<file path="src/rtl/key_pkg.sv">
// Shared constants and width helpers for the front-panel key conditioner.
package key_pkg;

  // Default timing for a 100 MHz system clock with a 1 us time-base tick.
  localparam int TICK_1US_100M = 100;     // clk cycles per 1 us tick
  localparam int DB_0P5MS      = 500;     // 0.5 ms debounce window in ticks
  localparam int LONG_1S       = 1000000; // 1 s long-press threshold in ticks
  localparam int REP_200MS     = 200000;  // 200 ms auto-repeat period in ticks

  // Bits needed to hold values 0..max_val; never narrower than one bit.
  function automatic int cnt_width(input int max_val);
    cnt_width = (max_val < 1) ? 1 : $clog2(max_val + 1);
  endfunction

endpackage

</file>
<file path="src/rtl/key_debounce_ch.sv">
// One key channel: 2-FF sync, debounce on the shared tick, press/release
// edge pulses, and hold counter with long-press and auto-repeat pulses.
module key_debounce_ch
  import key_pkg::*;
#(
  parameter int ACTIVE_LOW = 1,
  parameter int DB_TICKS   = 4,
  parameter int LONG_TICKS = 20,
  parameter int REP_TICKS  = 5
) (
  input  logic clk,
  input  logic rst_n,
  input  logic tick_i,
  input  logic key_i,
  output logic level_o,
  output logic press_o,
  output logic release_o,
  output logic long_o,
  output logic repeat_o
);

  localparam int DBW = cnt_width(DB_TICKS);
  localparam int HW  = cnt_width(LONG_TICKS + REP_TICKS);

  localparam logic           IDLE     = (ACTIVE_LOW != 0);
  localparam logic [DBW-1:0] DB_LAST  = DBW'(DB_TICKS - 1);
  localparam logic [HW-1:0]  LONG_C   = HW'(LONG_TICKS);
  // Top of the repeat window; the counter reloads to LONG+1 from here so
  // it never revisits LONG_TICKS and key_long cannot fire twice.
  localparam logic [HW-1:0]  TOP_C    = HW'(LONG_TICKS + REP_TICKS);
  localparam logic [HW-1:0]  RELOAD_C = HW'(LONG_TICKS + 1);

  logic           sync1_q, sync2_q;
  logic           level_q, level_d;
  logic           level_d1_q;
  logic [DBW-1:0] db_q, db_d;
  logic [HW-1:0]  hold_q, hold_d;
  // step_q marks the cycle right after the hold counter advanced, so each
  // threshold pulse fires once even when ticks are many clocks apart.
  logic           step_q, step_d;
  logic           press_q, press_d;
  logic           release_q, release_d;
  logic           long_q, long_d;
  logic           repeat_q, repeat_d;
  logic           pressed;
  logic           inc;

  assign pressed = (level_q != IDLE);

  // Debounce: any agreement clears the count at once; a disagreement must
  // persist for DB_TICKS consecutive ticks before the level is accepted.
  always_comb begin
    db_d    = db_q;
    level_d = level_q;
    if (sync2_q == level_q) begin
      db_d = '0;
    end else if (tick_i) begin
      if (db_q == DB_LAST) begin
        level_d = sync2_q;
        db_d    = '0;
      end else begin
        db_d = db_q + DBW'(1);
      end
    end
  end

  // Hold counter and registered pulse generation; every pulse is gated by
  // the current pressed state so nothing fires once the release is seen.
  always_comb begin
    hold_d    = hold_q;
    step_d    = 1'b0;
    inc       = tick_i && pressed && !((REP_TICKS == 0) && (hold_q == LONG_C));
    if (!pressed) begin
      hold_d = '0;
    end else if (inc) begin
      step_d = 1'b1;
      if ((REP_TICKS > 0) && (hold_q == TOP_C)) begin
        hold_d = RELOAD_C;
      end else begin
        hold_d = hold_q + HW'(1);
      end
    end
    press_d   = pressed && (level_d1_q == IDLE);
    release_d = !pressed && (level_d1_q != IDLE);
    long_d    = pressed && step_q && (hold_q == LONG_C);
    repeat_d  = (REP_TICKS > 0) && pressed && step_q && (hold_q == TOP_C);
  end

  // State registers; reset lands on the idle level so release is quiet.
  always_ff @(posedge clk or negedge rst_n) begin
    if (!rst_n) begin
      sync1_q    <= IDLE;
      sync2_q    <= IDLE;
      level_q    <= IDLE;
      level_d1_q <= IDLE;
      db_q       <= '0;
      hold_q     <= '0;
      step_q     <= 1'b0;
      press_q    <= 1'b0;
      release_q  <= 1'b0;
      long_q     <= 1'b0;
      repeat_q   <= 1'b0;
    end else begin
      sync1_q    <= key_i;
      sync2_q    <= sync1_q;
      level_q    <= level_d;
      level_d1_q <= level_q;
      db_q       <= db_d;
      hold_q     <= hold_d;
      step_q     <= step_d;
      press_q    <= press_d;
      release_q  <= release_d;
      long_q     <= long_d;
      repeat_q   <= repeat_d;
    end
  end

  assign level_o   = level_q;
  assign press_o   = press_q;
  assign release_o = release_q;
  assign long_o    = long_q;
  assign repeat_o  = repeat_q;

endmodule

</file>
<file path="src/rtl/key_debounce_multi.sv">
// Multi-channel front-panel key conditioner: shared tick prescaler, CH
// independent debounce channels, and a registered any-key-held flag.
module key_debounce_multi
  import key_pkg::*;
#(
  parameter int CH         = 4,
  parameter int ACTIVE_LOW = 1,
  parameter int TICK_DIV   = TICK_1US_100M,
  parameter int DB_TICKS   = DB_0P5MS,
  parameter int LONG_TICKS = LONG_1S,
  parameter int REP_TICKS  = REP_200MS
) (
  input  logic          clk,
  input  logic          rst_n,
  input  logic [CH-1:0] key_in,
  output logic [CH-1:0] key_level,
  output logic [CH-1:0] key_press,
  output logic [CH-1:0] key_release,
  output logic [CH-1:0] key_long,
  output logic [CH-1:0] key_repeat,
  output logic          key_held_any
);

  localparam int            PW      = cnt_width(TICK_DIV);
  localparam logic [PW-1:0] PS_LAST = PW'(TICK_DIV - 1);

  logic [PW-1:0] ps_q, ps_d;
  logic          tick;
  logic [CH-1:0] pressed_vec;
  logic          held_q;

  // With TICK_DIV = 1 the counter sits at zero and tick is constantly high.
  assign tick = (ps_q == PS_LAST);

  // Prescaler next state: wrap on the tick cycle.
  always_comb begin
    ps_d = tick ? '0 : ps_q + PW'(1);
  end

  // Prescaler register.
  always_ff @(posedge clk or negedge rst_n) begin
    if (!rst_n) ps_q <= '0;
    else        ps_q <= ps_d;
  end

  for (genvar g = 0; g < CH; g++) begin : g_ch
    key_debounce_ch #(
      .ACTIVE_LOW (ACTIVE_LOW),
      .DB_TICKS   (DB_TICKS),
      .LONG_TICKS (LONG_TICKS),
      .REP_TICKS  (REP_TICKS)
    ) u_ch (
      .clk       (clk),
      .rst_n     (rst_n),
      .tick_i    (tick),
      .key_i     (key_in[g]),
      .level_o   (key_level[g]),
      .press_o   (key_press[g]),
      .release_o (key_release[g]),
      .long_o    (key_long[g]),
      .repeat_o  (key_repeat[g])
    );
  end

  assign pressed_vec = (ACTIVE_LOW != 0) ? ~key_level : key_level;

  // Any-key-held flag, registered one clock behind the debounced levels.
  always_ff @(posedge clk or negedge rst_n) begin
    if (!rst_n) held_q <= 1'b0;
    else        held_q <= |pressed_vec;
  end

  assign key_held_any = held_q;

endmodule
</file>
<file path="config.mk">
export PLATFORM = sky130hd
export DESIGN_NAME = key_debounce_multi
export DESIGN_NICKNAME = d
export VERILOG_FILES = /design/src/rtl/key_pkg.sv /design/src/rtl/key_debounce_ch.sv /design/src/rtl/key_debounce_multi.sv
export SDC_FILE = /design/constraint.sdc
export NUM_CORES = 1
export LEC_CHECK = 0
export ABC_AREA = 0
export CAP_MARGIN = 20
export CORE_MARGIN = 8
export CORE_UTILIZATION = 60
export CTS_CLUSTER_DIAMETER = 60
export CTS_CLUSTER_SIZE = 10
export DETAILED_ROUTE_END_ITERATION = 7
export GPL_ROUTABILITY_DRIVEN = 0
export MAX_ROUTING_LAYER = met4
export PLACE_DENSITY = 0.88
export SYNTH_ARGS = -nofsm -noshare
export SYNTH_HDL_FRONTEND = slang
export SYNTH_SLANG_ARGS = --single-unit
</file>
<file path="constraint.sdc">
create_clock -name clk -period 3.7 [get_ports clk]
set_input_delay 0.925 -clock clk [delete_from_list [all_inputs] [get_ports clk]]
set_output_delay 0.925 -clock clk [all_outputs]
set_load 0.05 [all_outputs]
</file>
### Word level (Yosys, flattened, before mapping)

Cells that the tools add are included.

* add/subtract/negate cells: 9
* equality and inequality tests: 17
* mux-type cells: 33
* bitwise operators: 13
* reductions and logical operators: 37

Operators with widths (count)
* $mux W21: 12
* $mux W9: 12
* $add A21 B1 Y21 const B: 4
* $eq A21 B20 Y1 const B: 4
* $eq A21 B21 Y1 const B: 4
* $add A9 B1 Y9 const B: 4
* $eq A9 B9 Y1 const B: 4
* $logic_and A1 B1 Y1: 24
* $reduce_bool A2 Y1: 8
* $not A1 Y1: 12
* $reduce_and A3 Y1: 4
* $mux W1: 8
* $add A7 B1 Y7 const B: 1
* $eq A7 B7 Y1 const B: 1
* $mux W7: 1
* $eq A1 B1 Y1: 4
* $not A4 Y4: 1
* $reduce_or A4 Y1: 1

* bits in registers: 164
* input port bits: 6
* output and inout port bits: 21
* logic and storage cells: 155

### Depth between registers and ports, before layout

Gate-level depths: netlist (run 1).

* word-level depth: 4
* gate-level depth with buffers: 9

### Hierarchy

Synthesis (run 1) repeated with hierarchy kept, for this count alone.

* cell total of the unflattened synthesis: 903
* area total of the unflattened synthesis: 8549.4 sq um

By module, submodules not included
* key_debounce_ch (g_ch[0].u_ch ...): instances 3, cells an instance 218, area an instance 2044.5 sq um
* key_debounce_ch (g_ch[1].u_ch): instances 1, cells an instance 218, area an instance 2039.5 sq um
* key_debounce_multi: instances 1, cells an instance 31, area an instance 376.6 sq um

### Worst setup path before layout (run 1)

No wires, ideal clock.

* path kind: reg-to-reg
* start point: reg g_ch[0].u_ch.hold_q[5]
* end point: reg g_ch[0].u_ch.hold_q[2]
* setup time: 121 ps
* arrival: 1989 ps
* slack: 1590 ps
* stages on the path, launching flop included: 6
* buffers on the path: 0
* period minus slack after synthesis: 2110 ps
* cell sequence: dfrtp_1 or4b_4 or4_4 o21ai_2 o21ai_1 a22o_1

* word-level cells in the longest chain between the ends: 4

Ends and longest elaborated chain
* start: declaration: line key_debounce_ch.sv:37 `logic [HW-1:0] hold_q, hold_d;`
* start signal: assignment: line key_debounce_ch.sv:109 `hold_q <= hold_d;`
* $eq A21 B21 Y1: line key_debounce_ch.sv:77 `if ((REP_TICKS > 0) && (hold_q == TOP_C)) begin`
* $mux W21: line key_debounce_ch.sv:77
* $mux W21: line key_debounce_ch.sv:75 `end else if (inc) begin`
* $mux W21: line key_debounce_ch.sv:73 `if (!pressed) begin`

No other way between the ends. The select of a mux whose other input is x is not followed.
A chain may end at the register's enable or synchronous reset.

### Worst setup path after layout (run 1)

* start point: reg g_ch[0].u_ch.level_q
* end point: out key_level[0]

RTL lines
* start: declaration: line key_debounce_ch.sv:34 `logic level_q, level_d;`
* start signal: assignment: line key_debounce_ch.sv:106 `level_q <= level_d;`
* end: declaration: line key_debounce_multi.sv:16 `output logic [CH-1:0] key_level,`

No word-level cell between the ends.

==> results.yml, run 1 <==
run_status:
  outcome: "completed"
timing:
  rsz0062_at_grt: "false"
  fmax_mhz: 332
  worst_pin_slew_ns: 0.987
  setup_ws_ns: 0.689
  setup_viol: 0
  finalCritPeriodShare_pct: 81.4
  slew_violations: 0
  max_slew_margin_pct: 34.0
  hold_viol: 0
  tns_ns: 0
  min_period_ns: 3.01
  finClkSkew_ns: 0.00940
final_layout:
  final_cell_mix: "148 x dfrtp_1, 83 x nor2_1, 79 x nand2_1"
  layout_commonest_cell: "dfrtp_1"
  instances_no_fill: 1129
  layout-drive-gt1-share_pct: 8.99
  diodes: 0
  nets: 951
  area_growth_pct: 10.9
  utilization_pct: 67.3
routing:
  vias_per_cell: 6.39
  drt_wl_total_um: 19100
  num_vias: 7216
  post_drt_wl_per_cell_um: 16.9
  final_antenna_net_count: 0
  drt_iter0_drc: 849
  first_pass_iters: 6
  drc: 0
global_routing:
  grt_pass1_wl_um: 32000
  grt_max_degree: 61
  grt_usage_pct: 21.8
  antenna_found_initial: 0
  overflow: 0
  first_global_vias: 6854
yosys:
  ys.flop_type: "dfrtp_1"
  syn-cell-area_mm2: 0.00869
  yosys_register_bits: 164
  synth_edf_count: 0
  postSynthAreaPerCell_um2: 9.33
  seq_area_frac_synth_pct: 47.5
  synth-async-reset-ratio_pct: 100
  ys_types: 73
  syn_nets: 950
  ys_warn_count: 0
  syn-instance-count: 931
place:
  dp.cells: 1097
  post-dp-hpwl_um: 12200
  place_ws_ns: 1.13
  io_buffers: 26
die:
  start_util_pct: 60.7
  die_width_um: 136
  fp.dieH_um: 136
  die_area_mm2: 0.0186
  row_count: 44
  coreArea_mm2: 0.0143
  ios: 27
worst_setup_path:
  cp_cell_sequence: "clkdlybuf4s50_1"
  crit_fanout: 16
  crit_family: "buffers and inverters"
  crit_required_ns: 2.77
  worstSetupEndpointType: "output pin"
  critPathBufInv: 1
  crit_path_start_kind: "flop"
  slowest_delay_ns: 0.88
  critPathKind: "flop to output pin"
  slowest_stage: "clkdlybuf4s50_1"
  cp.arrival_ns: 2.09
cts:
  cts_tree: "yes"
  cts-root-buf: "clkbuf_16"
  clk_pin_slew_ns: 0.06
  cts_made_buffers: 17
  clk_latency_ns: 0.43
  cts_buffer_depth: 2
  clock_sinks: 164
  cts_hold_buffers: 0
  cts_resized: 0
  postCtsSetupBuffers: 0
  cts.htree.levels: 4
pwr:
  p_leak_nw: 3.97
  irDropWorstVdd_uv: 304
  power_density_mw_per_mm2: 401
  finalPower_mw: 3.87
run:
  maxCapViolations: 0
worst_hold_path:
  hold_class: "flop to flop"
==> per-layer routing <==
layer  wire [um]  share of wire, %  GRT usage, %  vias to the layer above
met4         329               1.7          8.66                        0
met1        8300                43          27.2                     3520
met3        1010               5.3          4.21                       40
li1            -                 -             -                     3414
met5           0                 0             -                        -
met2        9450                50          34.3                      242
==> flip-flops by register name, summed over array words and instances, names as in the netlist <==
| register | cells |
|---|---|
| g_ch.u_ch.release_o | 4 |
| g_ch.u_ch.level_d1_q | 4 |
| g_ch.u_ch.db_q | 36 |
| g_ch.u_ch.step_q | 4 |
| g_ch.u_ch.level_o | 4 |
| key_held_any | 1 |
| g_ch.u_ch.hold_q | 84 |
| g_ch.u_ch.press_o | 4 |
| ps_q | 7 |
| g_ch.u_ch.repeat_o | 4 |
| g_ch.u_ch.sync1_q | 4 |
| g_ch.u_ch.sync2_q | 4 |
| g_ch.u_ch.long_o | 4 |
==> stage by stage <==
step           area, um^2  hold WS, ns
2_1_floorplan        8690        0.345
3_3_place_gp         8960        0.347
3_5_place_dp         8960        0.348
4_1_cts              9630        0.357
5_1_grt              9630        0.360
6_report             9630        0.355
==> final timing paths <==
check                                                      start                                   to  slack, ns  cells after the start
worst max-delay path            g_ch[0].u_ch.level_o$_DFFE_PN1P_                         key_level[0]       0.69                      1
worst min-delay path              g_ch[1].u_ch.sync1_q$_DFF_PN1_       g_ch[1].u_ch.sync2_q$_DFF_PN1_       0.36                      0
max in group asynchronous                                  rst_n       g_ch[3].u_ch.sync1_q$_DFF_PN1_       2.41                      2
worst max register to register                 ps_q[0]$_DFF_PN0_  g_ch[0].u_ch.hold_q[13]$_DFFE_PN0P_       1.10                      6
min in group asynchronous                                  rst_n  g_ch[2].u_ch.hold_q[11]$_DFFE_PN0P_       0.45                      1
worst min register to register    g_ch[1].u_ch.sync1_q$_DFF_PN1_       g_ch[1].u_ch.sync2_q$_DFF_PN1_       0.36                      0
==> cell families (layout without fill, tap and decap cells) <==
group	count (synthesis)	after routing	share of synthesized area, %
flip-flops	164	164	47.5
adder cells (fa/ha/maj)	13	13	1.87
AO/OA/AOI/OAI	204	204	15.4
buffers and inverters	89	103	5.21
XOR/XNOR	28	28	2.82
multiplexers	8	8	0.980
AND/OR/NAND/NOR	425	425	26.2
==> cells in the mapped netlist, types with 5 or more instances <==
cell type | instances | area [um^2]
and2_1 | 7 | 43.8
nand2b_1 | 6 | 37.5
buf_4 | 21 | 158
a311oi_1 | 5 | 43.8
clkbuf_1 | 23 | 86.3
o31ai_1 | 6 | 45.0
or4_1 | 6 | 45.0
xor2_1 | 14 | 123
o41ai_1 | 6 | 52.6
a22o_1 | 6 | 52.6
o21bai_1 | 5 | 37.5
inv_1 | 33 | 124
ha_1 | 13 | 163
and3_1 | 31 | 194
nor4_1 | 22 | 138
o22ai_1 | 9 | 56.3
nor3b_1 | 9 | 67.6
a211oi_1 | 8 | 60.1
xnor2_1 | 14 | 123
dfstp_2 | 16 | 420
and4_1 | 10 | 87.6
nor2b_1 | 13 | 81.3
nor2_1 | 84 | 315
buf_1 | 6 | 22.5
nand3_1 | 51 | 255
a21o_1 | 15 | 113
nor3_1 | 29 | 145
a21oi_1 | 52 | 260
nor4b_1 | 10 | 87.6
nand2_1 | 80 | 300
or3_1 | 12 | 75.1
a31oi_1 | 16 | 100
nand4_1 | 33 | 206
o21ai_0 | 43 | 215
dfrtp_1 | 148 | 3700
a221oi_1 | 6 | 52.6
==> cell type report <==
type                       count  area (um^2)
clock inverter                14          231
sequential                   164         4120
multi-input combinational    678         4120
timing repair buffer          38          364
clock buffer                  18          439
inverter                      33          124
tap                          184          230
fill                        1070         4680
==> report_power, final <==
part,internal (mW),total [mW],switching (mW)
Clock,1.28,2.01,0.726
Sequential,1.80,1.80,0.00238
Combinational,0.0120,0.0566,0.0446
Note: power is estimated with default switching activity, not from simulation.
==> run 2: changes to the inputs <==
--- a/config.mk
+++ b/config.mk
@@ -8,13 +8,13 @@
 export ABC_AREA = 0
 export CAP_MARGIN = 20
 export CORE_MARGIN = 8
-export CORE_UTILIZATION = 60
+export CORE_UTILIZATION = 56
 export CTS_CLUSTER_DIAMETER = 60
 export CTS_CLUSTER_SIZE = 10
 export DETAILED_ROUTE_END_ITERATION = 7
 export GPL_ROUTABILITY_DRIVEN = 0
 export MAX_ROUTING_LAYER = met4
-export PLACE_DENSITY = 0.88
+export PLACE_DENSITY = 0.87
 export SYNTH_ARGS = -nofsm -noshare
 export SYNTH_HDL_FRONTEND = slang
 export SYNTH_SLANG_ARGS = --single-unit
==> constraint.sdc (replaced) <==
create_clock -name clk -period 2.67 [get_ports clk]
set_input_delay 0.6675 -clock clk [delete_from_list [all_inputs] [get_ports clk]]
set_output_delay 0.6675 -clock clk [all_outputs]
set_load 0.05 [all_outputs]
==> run 2 against run 1 <==
Utilization shrank 3.6 points; critical path depth unchanged; design area is 0.57% higher; hold slack worse by 0.17 ns; clock power up 28%; count of clock-buffer cells in the layout is 3 higher; power is 34% higher; cell count rose by 1.3%; via count up 0.64%; setup slack worse by 0.47 ns; sequential power rose by 39%; critical path type unchanged.
==> results.yml, run 2 (synthesis gave the netlist of run 1 again) <==
worst_setup_path:
  r2r_cells: 7
  slowest_stage: "clkdlybuf4s50_1"
  regToRegEndpoint: "g_ch[0].u_ch.hold_q[13]$_DFFE_PN0P_"
  r2r_slack_ns: 0.32
  crit_family: "buffers and inverters"
  crit_path_start_kind: "flop"
  slowest_delay_ns: 0.81
  cp_cell_sequence: "clkdlybuf4s50_1"
  critPathBufInv: 1
  crit_fanout: 2
  worstSetupEndpointType: "output pin"
  crit_required_ns: 2.00
  critPathKind: "flop to output pin"
  cp.arrival_ns: 1.79
  crit_cells: 1
  r2r-start: "ps_q[0]$_DFF_PN0_"
place:
  io_buffers: 26
  post-dp-hpwl_um: 12600
  place_ws_ns: 0.400
timing:
  hold_viol: 0
  min_period_ns: 2.46
  tns_ns: 0
  finClkSkew_ns: 0.00947
  setup_viol: 0
  setup_ws_ns: 0.214
  slew_violations: 0
  max_slew_margin_pct: 53.3
  finalCritPeriodShare_pct: 92.0
  fin_hold_ws_ns: 0.185
  rsz0062_at_grt: "false"
  fmax_mhz: 407
  worst_pin_slew_ns: 0.695
final_layout:
  seqCellArea_mm2: 0.00412
  layout_commonest_cell: "dfrtp_1"
  top_regs: "g_ch.u_ch.hold_q: 84 flops, g_ch.u_ch.db_q: 36 flops, ps_q: 7 flops"
  multi_input_area_mm2: 0.00412
  final_cell_mix: "148 x dfrtp_1, 83 x nor2_1, 79 x nand2_1"
  area_growth_pct: 11.5
  nets: 962
  largest_register: "g_ch.u_ch.hold_q"
  largest_reg_flops: 84
  fillCellCount: 1146
  layout-drive-gt1-share_pct: 10.0
  diodes: 0
cts:
  clock_sinks: 164
  cts-root-buf: "clkbuf_16"
  clk_latency_ns: 0.44
  cts_made_buffers: 17
  cts.htree.levels: 4
  cts_hold_buffers: 0
  cts_resized: 0
  postCtsSetupBuffers: 0
  cts_tree: "yes"
  cts_buffer_depth: 2
  clk_pin_slew_ns: 0.07
routing:
  post_drt_wl_per_cell_um: 16.6
  drc: 0
  first_pass_iters: 5
  drt_iter0_drc: 875
  final_antenna_net_count: 0
  vias_per_cell: 6.35
  num_vias: 7262
  drt_wl_total_um: 19000
die:
  die_width_um: 141
  die_area_mm2: 0.0198
  ios: 27
  start_util_pct: 57.1
  fp.dieH_um: 141
  coreArea_mm2: 0.0152
  row_count: 45
global_routing:
  overflow: 0
  grt_usage_pct: 20.6
  grt_pass1_wl_um: 32800
  grt_max_degree: 59
  first_global_vias: 6909
  antenna_found_initial: 0
pwr:
  power_density_mw_per_mm2: 533
  irDropWorstVdd_uv: 481
  p_leak_nw: 4.02
worst_hold_path:
  hold_class: "input pin to asynchronous set/reset pin"
run:
  maxCapViolations: 0
run_status:
  outcome: "completed"
[run 2: changes by cell type in the layout (fill, tap and decap cells not counted)]
cell / previous run / this run
buf_4: 11 / 22
buf_12: 1 / 3
bufinv_16: 6 / 4
clkbuf_1: 0 / 2
clkdlybuf4s50_1: 25 / 23
clkinv_2: 4 / 6
clkinvlp_4: 3 / 1
clkbuf_8: 1 / 2
inv_6: 1 / 0
[run 2: how the worst max path moves through the flow]
stage / to / slack (ns) / startpoint
floorplan: g_ch[0].u_ch.hold_q[2]$_DFFE_PN0P_ / 0.56 / g_ch[0].u_ch.hold_q[5]$_DFFE_PN0P_
global placement: g_ch[0].u_ch.hold_q[2]$_DFFE_PN0P_ / 0.45 / g_ch[0].u_ch.hold_q[5]$_DFFE_PN0P_
detailed placement: g_ch[2].u_ch.db_q[6]$_DFFE_PN0P_ / 0.40 / ps_q[0]$_DFF_PN0_
CTS: key_level[0] / 0.20 / g_ch[0].u_ch.level_o$_DFFE_PN1P_
global route: g_ch[0].u_ch.hold_q[13]$_DFFE_PN0P_ / 0.15 / ps_q[0]$_DFF_PN0_
finish: key_level[0] / 0.21 / g_ch[0].u_ch.level_o$_DFFE_PN1P_
[run 2: power breakdown]
group / switching, mW / leakage [nW] / internal (mW)
Clock: 0.980 / 0.306 / 1.60
Sequential: 0.00340 / 2.22 / 2.50
Combinational: 0.0617 / 1.50 / 0.0186
Total: 1.04 / 4.02 / 4.12
[run 2: per-stage QoR]
step | power [mW] | utilization, % | cell area, um^2 | cells
2_1_floorplan | 2.56 | - | 8690 | 931
3_3_place_gp | 2.63 | 59.7 | 9070 | 1112
3_5_place_dp | 2.63 | 59.7 | 9070 | 1112
4_1_cts | 5.21 | 63.7 | 9690 | 1144
5_1_grt | 5.31 | 63.7 | 9690 | 1144
6_report | 5.16 | 63.7 | 9690 | 1144
[run 2: routing by layer]
metal | wire length (um) | vias up | global-route usage [%]
met5 | 0 | - | -
met1 | 8200 | 3491 | 25.9
met2 | 9120 | 285 | 31.4
li1 | - | 3436 | -
met3 | 1160 | 50 | 4.69
met4 | 476 | 0 | 9.33
[run 2: final cells by class]
cell class              instances  area share, %
multi-input cells             678           42.5
well taps                     188           2.43
flip-flops and latches        164           42.6
inverters                      33           1.28
repair buffers                 49           4.82
clock buffers                  21           4.75
clock inverters                11           1.63
==> run 3: changes to the inputs <==
--- a/config.mk
+++ b/config.mk
@@ -17,4 +17,5 @@
 export PLACE_DENSITY = 0.87
 export SYNTH_ARGS = -nofsm -noshare
 export SYNTH_HDL_FRONTEND = slang
+export SYNTH_HIERARCHICAL = 1
 export SYNTH_SLANG_ARGS = --single-unit
==> run 3 against run 2 <==
Via count shrank 4.7%; highest routed layer unchanged; setup slack better by 0.033 ns; utilization fell by 0.17 points; fmax up 1.4%; design area down 1.0%; largest power group unchanged; hold slack improved by 0.024 ns; critical path type unchanged; synthesized area shrank 1.6%.
==> results.yml, run 3 <==
worst_setup_path:
  slowest_stage: "clkdlybuf4s50_1"
  crit_path_start_kind: "flop"
  crit_fanout: 2
  critPathBufInv: 1
  critPathKind: "flop to output pin"
  slowest_delay_ns: 0.80
  crit_family: "buffers and inverters"
  worstSetupEndpointType: "output pin"
  cp.arrival_ns: 1.76
  cp_cell_sequence: "clkdlybuf4s50_1"
  crit_required_ns: 2.00
timing:
  min_period_ns: 2.42
  fmax_mhz: 413
  finClkSkew_ns: 0.00685
  setup_viol: 0
  max_slew_margin_pct: 38.9
  slew_violations: 0
  hold_viol: 0
  finalCritPeriodShare_pct: 90.7
  fin_hold_ws_ns: 0.210
  tns_ns: 0
  worst_pin_slew_ns: 0.913
  rsz0062_at_grt: "false"
final_layout:
  largest_reg_flops: 84
  nets: 938
  layout_commonest_cell: "dfrtp_1"
  diodes: 0
  final_cell_mix: "148 x dfrtp_1, 90 x nand2_1, 84 x nor2_1"
  largest_register: "g_ch.u_ch/hold_q"
  top_regs: "g_ch.u_ch/hold_q: 84 flops, g_ch.u_ch/db_q: 36 flops, ps_q: 7 flops"
  fillCellCount: 1200
  area_growth_pct: 12.2
  layout-drive-gt1-share_pct: 10.6
cts:
  cts_made_buffers: 17
  cts_buffer_depth: 2
  clk_pin_slew_ns: 0.06
  cts.htree.levels: 4
  clk_latency_ns: 0.43
  cts_hold_buffers: 0
  cts_tree: "yes"
  clock_sinks: 164
  postCtsSetupBuffers: 0
  cts_resized: 0
  cts-root-buf: "clkbuf_16"
die:
  fp.dieH_um: 140
  die_width_um: 140
  ios: 27
  coreArea_mm2: 0.0151
  row_count: 45
  start_util_pct: 56.7
  die_area_mm2: 0.0195
yosys:
  ys_warn_count: 6
  syn-cell-area_mm2: 0.00855
  synth_edf_count: 0
  synth_top_area_share_pct: 43.3
  yosys_register_bits: 164
  synth_common_cells: "148 x dfrtp_1, 90 x nand2_1, 84 x nor2_1"
  ys_top_cells_by_area: "dfrtp_1 43%, dfstp_2 4.9%, nand3_1 4.7%"
  ys_types: 61
  synth-async-reset-ratio_pct: 100
  yosysMostFrequentCell: "dfrtp_1"
  ys.flop_type: "dfrtp_1"
  seq_area_frac_synth_pct: 48.2
  yosysTopAreaCell: "dfrtp_1"
  postSynthAreaPerCell_um2: 9.47
  syn_nets: 922
  syn-instance-count: 903
run:
  maxCapViolations: 0
routing:
  post_drt_wl_per_cell_um: 15.9
  drt_iter0_drc: 843
  vias_per_cell: 6.18
  first_pass_iters: 6
  num_vias: 6924
  drc: 0
  drt_wl_total_um: 17800
  final_antenna_net_count: 0
run_status:
  outcome: "completed"
global_routing:
  first_global_vias: 6665
  grt_pass1_wl_um: 31200
  antenna_found_initial: 0
  grt_max_degree: 60
  grt_usage_pct: 19.6
  overflow: 0
worst_hold_path:
  hold_class: "input pin to asynchronous set/reset pin"
pwr:
  power_density_mw_per_mm2: 531
  irDropWorstVdd_uv: 482
  p_leak_nw: 4.18
place:
  io_buffers: 26
  post-dp-hpwl_um: 11800
## run 3: worst paths after layout
kind,startpoint,end,slack (ns),depth (start not counted)
hold reg to reg,g_ch[0].u_ch/sync1_q$_DFF_PN1_,g_ch[0].u_ch/sync2_q$_DFF_PN1_,0.36,0
max in group asynchronous,rst_n,g_ch[3].u_ch/level_d1_q$_DFF_PN1_,1.74,2
setup reg to reg,ps_q[0]$_DFF_PN0_,g_ch[2].u_ch/hold_q[11]$_DFFE_PN0P_,0.26,8
setup / recovery,g_ch[2].u_ch/level_o$_DFFE_PN1P_,key_level[2],0.25,1
hold / removal,rst_n,g_ch[0].u_ch/repeat_o$_DFF_PN0_,0.21,1
min in group clk,g_ch[0].u_ch/sync1_q$_DFF_PN1_,g_ch[0].u_ch/sync2_q$_DFF_PN1_,0.36,0
## run 3: kinds of logic (layout without fill, tap and decap cells)
kind of cell	Yosys count	in the layout	synth area share, %
mux	14	14	1.74
compound gates	139	139	11.4
buf+inv	68	97	3.29
flops	164	164	48.2
fa+ha+maj	13	13	1.90
simple gates	458	458	28.6
xor+xnor	47	47	4.81
## run 3: stage by stage
| step | utilization (%) | area [um^2] | power, mW | std cells | setup slack [ns] |
|---|---|---|---|---|---|
| final | 63.5 | 9590 | 5.09 | 1120 | 0.247 |
| after global routing | 63.5 | 9590 | 5.26 | 1120 | 0.0633 |
| after CTS | 63.5 | 9590 | 5.14 | 1120 | 0.220 |
| after detailed placement | 59.5 | 8980 | 2.63 | 1088 | 0.269 |
| after global placement | 59.5 | 8980 | 2.63 | 1088 | 0.366 |
| after floorplan | - | 8550 | 2.56 | 903 | 0.576 |
## run 3: where the power goes
| part | switching [mW] | internal (mW) | leakage [nW] | total [mW] |
|---|---|---|---|---|
| registers | 0.00435 | 2.50 | 2.22 | 2.50 |
| clock network | 0.945 | 1.56 | 0.307 | 2.51 |
| logic | 0.0598 | 0.0199 | 1.65 | 0.0798 |
| total | 1.01 | 4.08 | 4.18 | 5.09 |
## run 3: layer usage
layer  GRT usage [%]  vias up  wire [um]
met3            3.59       33        854
li1                -     3303          -
met2            32.0      218       8750
met1            23.8     3370       7820
met4            8.06        0        350
met5               -        -          0
## run 3: final cells by class
| cell class | instances | area (um^2) | area share, % |
|---|---|---|---|
| multi-input combinational | 671 | 4140 | 43.2 |
| clock buffer | 23 | 488 | 5.09 |
| timing repair buffer | 39 | 377 | 3.93 |
| inverter | 26 | 97.6 | 1.02 |
| sequential | 164 | 4120 | 43.0 |
| clock inverter | 9 | 124 | 1.29 |
| tap | 188 | 235 | 2.45 |
